<file path="src/rtl/trace_monitor.sv">
// trace_monitor: run-time trace of core write-backs into a show-ahead FIFO,
// with cycle/retire counters and halt or cycle-budget run termination.
module trace_monitor #(
   parameter int DATA_W      = 32,
   parameter int AW          = 5,
   parameter int DEPTH       = 16,
   parameter int MAX_CYCLES  = 1024,
   parameter int HALT_REPEAT = 2
) (
   input  logic                     i_clk,
   input  logic                     i_rst_n,
   input  logic                     i_start,
   input  logic [DATA_W-1:0]        i_pc,
   input  logic [DATA_W-1:0]        i_halt_pc,
   input  logic                     i_wb_en,
   input  logic [AW-1:0]            i_wb_addr,
   input  logic [DATA_W-1:0]        i_wb_data,
   input  logic                     i_ovf,
   output logic                     o_rd_valid,
   input  logic                     i_rd_ready,
   output logic [DATA_W-1:0]        o_rd_pc,
   output logic [AW-1:0]            o_rd_addr,
   output logic [DATA_W-1:0]        o_rd_data,
   output logic                     o_rd_ovf,
   output logic [1:0]               o_state,
   output logic                     o_done,
   output logic                     o_timeout,
   output logic [31:0]              o_cycle_cnt,
   output logic [31:0]              o_retire_cnt,
   output logic [15:0]              o_dropped,
   output logic [$clog2(DEPTH):0]   o_level
);
   localparam int PW = $clog2(DEPTH);
   localparam int EW = 2*DATA_W + AW + 1;
   localparam logic [1:0] S_IDLE = 2'd0, S_RUN = 2'd1, S_DRAIN = 2'd2, S_DONE = 2'd3;

   logic [1:0]        r_state;
   logic [31:0]       r_cycle_cnt, r_retire_cnt, r_halt_cnt;
   logic [15:0]       r_dropped;
   logic              r_timeout, r_first;
   logic [DATA_W-1:0] r_prev_pc;
   logic [EW-1:0]     r_mem [DEPTH];
   logic [PW-1:0]     r_wr_ptr, r_rd_ptr;
   logic [PW:0]       r_level;

   logic          w_run, w_clear, w_pop, w_push, w_full, w_wr, w_drop, w_ret, w_halt, w_tmo;
   logic [PW:0]   w_level_nxt;
   logic [31:0]   w_halt_nxt, w_cyc_nxt;
   logic [EW-1:0] w_head;

   assign w_run       = r_state == S_RUN;
   assign w_clear     = i_start && (r_state == S_IDLE || r_state == S_DONE);
   assign o_rd_valid  = r_level != '0;
   assign w_pop       = o_rd_valid && i_rd_ready;
   assign w_push      = w_run && i_wb_en && (i_wb_addr != '0);
   assign w_full      = r_level == (PW+1)'(DEPTH);
   // A full FIFO still accepts a push when the head leaves on the same edge
   assign w_wr        = w_push && (!w_full || w_pop);
   assign w_drop      = w_push && w_full && !w_pop;
   assign w_level_nxt = r_level + {{PW{1'b0}}, w_wr} - {{PW{1'b0}}, w_pop};
   assign w_ret       = r_first || (i_pc != r_prev_pc);
   assign w_halt_nxt  = (i_pc == i_halt_pc) ? r_halt_cnt + 32'd1 : '0;
   assign w_halt      = w_halt_nxt >= 32'(HALT_REPEAT);
   assign w_cyc_nxt   = r_cycle_cnt + 32'd1;
   assign w_tmo       = w_cyc_nxt == 32'(MAX_CYCLES);

   // Head is masked when empty so stale memory never leaks onto rd_*
   assign w_head = r_mem[r_rd_ptr];
   assign {o_rd_pc, o_rd_addr, o_rd_data, o_rd_ovf} = o_rd_valid ? w_head : '0;

   assign o_state      = r_state;
   assign o_done       = r_state == S_DONE;
   assign o_timeout    = r_timeout;
   assign o_cycle_cnt  = r_cycle_cnt;
   assign o_retire_cnt = r_retire_cnt;
   assign o_dropped    = r_dropped;
   assign o_level      = r_level;

   always_ff @(posedge i_clk)
      if (w_wr) r_mem[r_wr_ptr] <= {i_pc, i_wb_addr, i_wb_data, i_ovf};

   always_ff @(posedge i_clk or negedge i_rst_n) begin
      if (!i_rst_n) begin
         r_state      <= S_IDLE;
         r_cycle_cnt  <= '0;
         r_retire_cnt <= '0;
         r_halt_cnt   <= '0;
         r_dropped    <= '0;
         r_timeout    <= 1'b0;
         r_first      <= 1'b0;
         r_prev_pc    <= '0;
         r_wr_ptr     <= '0;
         r_rd_ptr     <= '0;
         r_level      <= '0;
      end else begin
         r_prev_pc <= i_pc;
         if (w_clear) begin
            r_state      <= S_RUN;
            r_cycle_cnt  <= '0;
            r_retire_cnt <= '0;
            r_halt_cnt   <= '0;
            r_dropped    <= '0;
            r_timeout    <= 1'b0;
            r_first      <= 1'b1;
            r_wr_ptr     <= '0;
            r_rd_ptr     <= '0;
            r_level      <= '0;
         end else begin
            if (w_wr) r_wr_ptr <= r_wr_ptr + 1'b1;
            if (w_pop) r_rd_ptr <= r_rd_ptr + 1'b1;
            r_level <= w_level_nxt;
            if (w_run) begin
               r_first      <= 1'b0;
               r_cycle_cnt  <= w_cyc_nxt;
               r_retire_cnt <= r_retire_cnt + {31'd0, w_ret};
               r_halt_cnt   <= w_halt_nxt;
               if (w_drop && r_dropped != 16'hFFFF) r_dropped <= r_dropped + 16'd1;
               // Halt takes priority over budget exhaustion on the same edge
               if (w_halt || w_tmo) begin
                  r_state   <= S_DRAIN;
                  r_timeout <= !w_halt;
               end
            end else if (r_state == S_DRAIN && w_level_nxt == '0) begin
               r_state <= S_DONE;
            end
         end
      end
   end
endmodule

</file>
<file path="config.mk">
export PLATFORM = sky130hd
export DESIGN_NAME = trace_monitor
export DESIGN_NICKNAME = d
export VERILOG_FILES = /design/src/rtl/trace_monitor.sv
export SDC_FILE = /design/constraint.sdc
export NUM_CORES = 2
export LEC_CHECK = 0
export ABC_AREA = 0
export BUFFER_PORTS_ARGS = -buffer_cell sky130_fd_sc_hd__buf_2
export CORE_MARGIN = 3
export CORE_UTILIZATION = 35
export CTS_BUF_LIST = sky130_fd_sc_hd__clkbuf_16
export DETAILED_ROUTE_END_ITERATION = 10
export PLACE_DENSITY_LB_ADDON = 0.2
export SYNTH_ARGS = -nofsm -noshare
export SYNTH_HDL_FRONTEND = slang
export SYNTH_SLANG_ARGS = --single-unit
</file>
<file path="constraint.sdc">
create_clock -name i_clk -period 3.7 [get_ports i_clk]
set_input_delay 0.74 -clock i_clk [delete_from_list [all_inputs] [get_ports i_clk]]
set_output_delay 0.74 -clock i_clk [all_outputs]
set_load 0.01 [all_outputs]
</file>
==> flow_metrics.tcl <==
set metrics [dict create \
    final.min_clock_period_ns 3.862 \
    worstSkewPairLatency_ns 0.77 \
    dieHeight_um 390.6 \
    critPathMaxFanout 9 \
    drv.max_cap_violation_count 0 \
    fmaxAchievable_ghz 0.2589 \
    fill_cells 12610 \
    yosys.area.top_type_share_pct 64.95 \
    cpMaxStageDelayCell "dfrtp_4" \
    synth_cell_type_count 73 \
    intPower_mw 29.83 \
    cts_tree "built" \
    layout.area.seq_um2 37680 \
    track_usage_pct 18.91 \
    worst_setup_path_startpoint "r_rd_ptr[0]" \
    global_route.overflow_total 0 \
    finish.net_count 3294 \
    drt_iter0_drc 2679 \
    crit_family "multiplexers" \
    fraction_of_registers_with_async_set_or_reset_after_synthesis_pct 12.57 \
    initial_core_util_pct 35.40 \
    worstPathRequired_ns 2.96 \
    clock_root_buffer "clkbuf_16" \
    synth_area_leader_cell "edfxtp_1" \
    viasPerCell 5.325 \
    ctsHtreeMaxLevel 4 \
    worst-endpoint-arrival_ns 3.12 \
    postLayoutSetupSlackWorst_ns -0.1621 \
    tritoncts_buffer_count 143 \
    synthesis.yosys.warnings 0 \
    violations "negative setup slack" \
    detail_route.first_pass.iterations 7 \
    type_of_the_worst_min_delay_path "in2reg" \
    detail_route.wl_per_cell_um 27.65 \
    fin_skew_ns 0.03969 \
    placer_s_final_routability_congestion_estimate 0.8892 \
    area_of_combinational_cells_with_multiple_inputs_um2 13670 \
    syn_avg_cell_area_um2 19.45 \
    max-slew-margin-rel_pct 49.98 \
    postRouteWirelength_mm 143.9 \
    synthesis.area_um2 51780 \
    pwr-share-comb_pct 27.2 \
    dominantRegCellSynth "edfxtp_1" \
    worst-setup-path-type "reg2out" \
    timing.final.max_slew_violations 0 \
    grt_pass1_wl_mm 208.7 \
    tns_ns -6.279 \
    num_rows 140 \
    power_switching_share_pct 27.59 \
    placeableCoreArea_um2 146300 \
    proportion_of_power_drawn_by_the_clock_network_pct 33.0 \
    rsz0062_at_grt "yes" \
    final_min_period_over_clock_period_pct 104.4 \
    setup_viol 69 \
    worstReg2RegEnd "o_retire_cnt[30]" \
    grt_antenna_before_repair 20 \
    hold_violations 0 \
    synth.net_count 2789 \
    timing.critical_path.buf_inv 5 \
    netSwitchingPower_mw 11.37 \
    tightestPinTransition_ns 0.7503 \
    numClockSinks 1281 \
    clk_pin_slew_ns 0.06 \
    grt_start_max_net_pins 77 \
    netlist_instances 2662 \
    vdd.ir_drop.worst_uv 346.3 \
    power.share.sequential_pct 39.8 \
    power_density_nw_per_um2 652.8 \
    rr_startpoint "r_prev_pc[23]" \
    endpoint_kind "primary output" \
    ctsLongestPathBuffers 3 \
    worstPathCellList "buf_16 -> buf_8 -> buf_12 -> buf_16 -> mux4_2 -> mux4_2 -> and2_1 -> buf_6" \
    post-dp-hpwl_mm 84.74 \
    dieArea_um2 152600 \
    ys_ff_latch 1281 \
    dp_cells 4889 \
    worst_setup_path_start_kind "flip-flop" \
    synth_top_cells_by_area "edfxtp_1 65%, mux4_2 15%, dfrtp_1 7.8%, xor2_1 1.4%, xnor2_1 1.3%" \
    crit_cells 8 \
    top_level_ports 267 \
    total_number_of_vias 27720 \
    fp.dieW_um 390.6 \
    remaining_drc_errors 0 \
    via_count_of_the_first_global_routing_pass 29340 \
    port_buffers 266 \
    synth.yosys.seq_area_share_pct 72.74 \
    final_antenna_net_count 0 \
    rrSetupSlack_ns 0.27 \
    drive_above_1_share_pct 33.70 \
    area_growth_syn_to_layout_pct 21.88 \
    reg2reg_depth 16 \
    synth_edf_count 1120 \
    critical_path.max_stage_delay_ns 0.51 \
    power_leakage_nw 21.33 \
    result_of_the_run "complete, but fails checks" \
    layout.cells.non_filler 5205 \
    crit_path_end "o_rd_pc[26]" \
]
## cell usage in the layout, fill, tap and decap left out, types with 8 or more instances in the layout
cell type,instances
a21oi_1,38
and2_1,63
and2_4,30
and3_1,22
and4_1,15
buf_12,73
buf_16,30
buf_2,248
buf_4,106
buf_6,25
bufinv_16,9
clkbuf_16,147
clkinv_1,33
clkinv_2,20
dfrtp_1,157
diode_2,9
edfxtp_1,1120
ha_1,17
inv_1,55
mux2i_1,9
mux4_2,350
nand2_1,96
nand3_1,44
nand3b_1,10
nand4_1,40
nor2_1,130
nor3_1,24
nor4_1,13
o21ai_0,51
o31ai_1,8
or3_1,16
xnor2_1,78
xor2_1,82
## layer usage
metal | routed length, um | GRT usage (%) | vias up
li1 | - | - | 11800
met1 | 59800 | 24.95 | 14770
met2 | 70020 | 30.83 | 931
met3 | 9968 | 4.584 | 205
met4 | 4040 | 6.178 | 12
met5 | 82 | 0 | -
## synth_stat cells, types with 4 or more instances
library cell and n:
or3_1 16, o31ai_1 9, or4_4 4, nor4_1 17
nand3_1 44, a21oi_1 38, or4_1 6, buf_2 6
nor3b_1 5, dfrtp_1 161, mux2i_1 9, buf_1 26
and3_1 22, ha_1 19, xnor2_1 78, a21o_1 4
nor3_1 24, nand3b_1 10, xor2_1 82, nand2b_1 4
nor2_1 130, and4_1 15, nand4_1 40, o21ai_0 51
mux4_2 350, inv_1 24, nand2_1 96, edfxtp_1 1120
clkbuf_1 91, and2_1 95
## power groups by stage
stage	clock, mW	sequential (mW)	combinational, mW
floorplan	0	16.6	5.91
global placement	0	16.7	9.56
detailed placement	0	16.7	9.62
CTS	14.0	16.4	11.2
global route	14.5	16.4	12.0
finish	13.6	16.4	11.2
## logic make-up (layout without fill, tap and decap cells)
group / count (synthesis) / after routing / synth area share [%]
compound gates: 131 / 131 / 1.547
xor+xnor: 160 / 160 / 2.706
fa+ha+maj: 20 / 20 / 0.4978
buf+inv: 152 / 769 / 1.145
flops: 1281 / 1281 / 72.74
mux: 361 / 361 / 15.44
other cells: 0 / 9 / 0
simple gates: 557 / 557 / 5.928
## repair_timing
action | 4_1_cts | 5_1_grt
cloned | 20 | 3
endpoints found under the setup margin | 68 | 75
resized for setup | 85 | 19
pin swaps | 0 | 3
endpoints found under the hold margin | 2 | 0
hold buffers | 1 | 0
setup buffers | 22 | 5
## worst min path at each step
| stage | from | end | depth (start not counted) |
|---|---|---|---|
| final | i_pc[21] | r_prev_pc[21] | 1 |
| after global routing | i_wb_addr[0] | r_mem[11][33] | 1 |
| after CTS | i_wb_addr[0] | r_mem[11][33] | 1 |
| after detailed placement | r_first | r_first | 1 |
| after global placement | r_first | r_first | 1 |
| after floorplan | i_rst_n | o_cycle_cnt[0] | 0 |
## stage by stage
stage	hold slack, ns	worst slack [ns]	power, mW	util (%)	instance area (um^2)
3_3_place_gp	0.4960	-0.4955	26.23	39.14	57250
2_1_floorplan	0.4444	0.04606	22.54	-	51790
4_1_cts	0.1267	-0.2281	41.57	43.00	62900
5_1_grt	0.1537	-0.2500	42.91	43.13	63090
6_report	0.1933	-0.1621	41.19	43.15	63110
3_5_place_dp	0.4905	-0.4215	26.33	39.14	57250
## state kept, by name (all words and copies together) (netlist names), 2 cells and up
register	count
r_wr_ptr	4
o_dropped	16
o_retire_cnt	32
r_prev_pc	32
r_halt_cnt	32
o_cycle_cnt	32
r_mem	1120
o_state	2
o_level	5
r_rd_ptr	4
## final cells by class
cell class | count | share of cell area, %
inverters | 24 | 0.1427
diodes | 9 | 0.03569
well taps | 1917 | 3.801
flip-flops and latches | 1281 | 59.70
clock buffers | 144 | 5.710
repair buffers | 488 | 7.508
clock inverters | 113 | 1.439
multi-input cells | 1229 | 21.66
No activity file was read; power rests on OpenSTA's default activity.
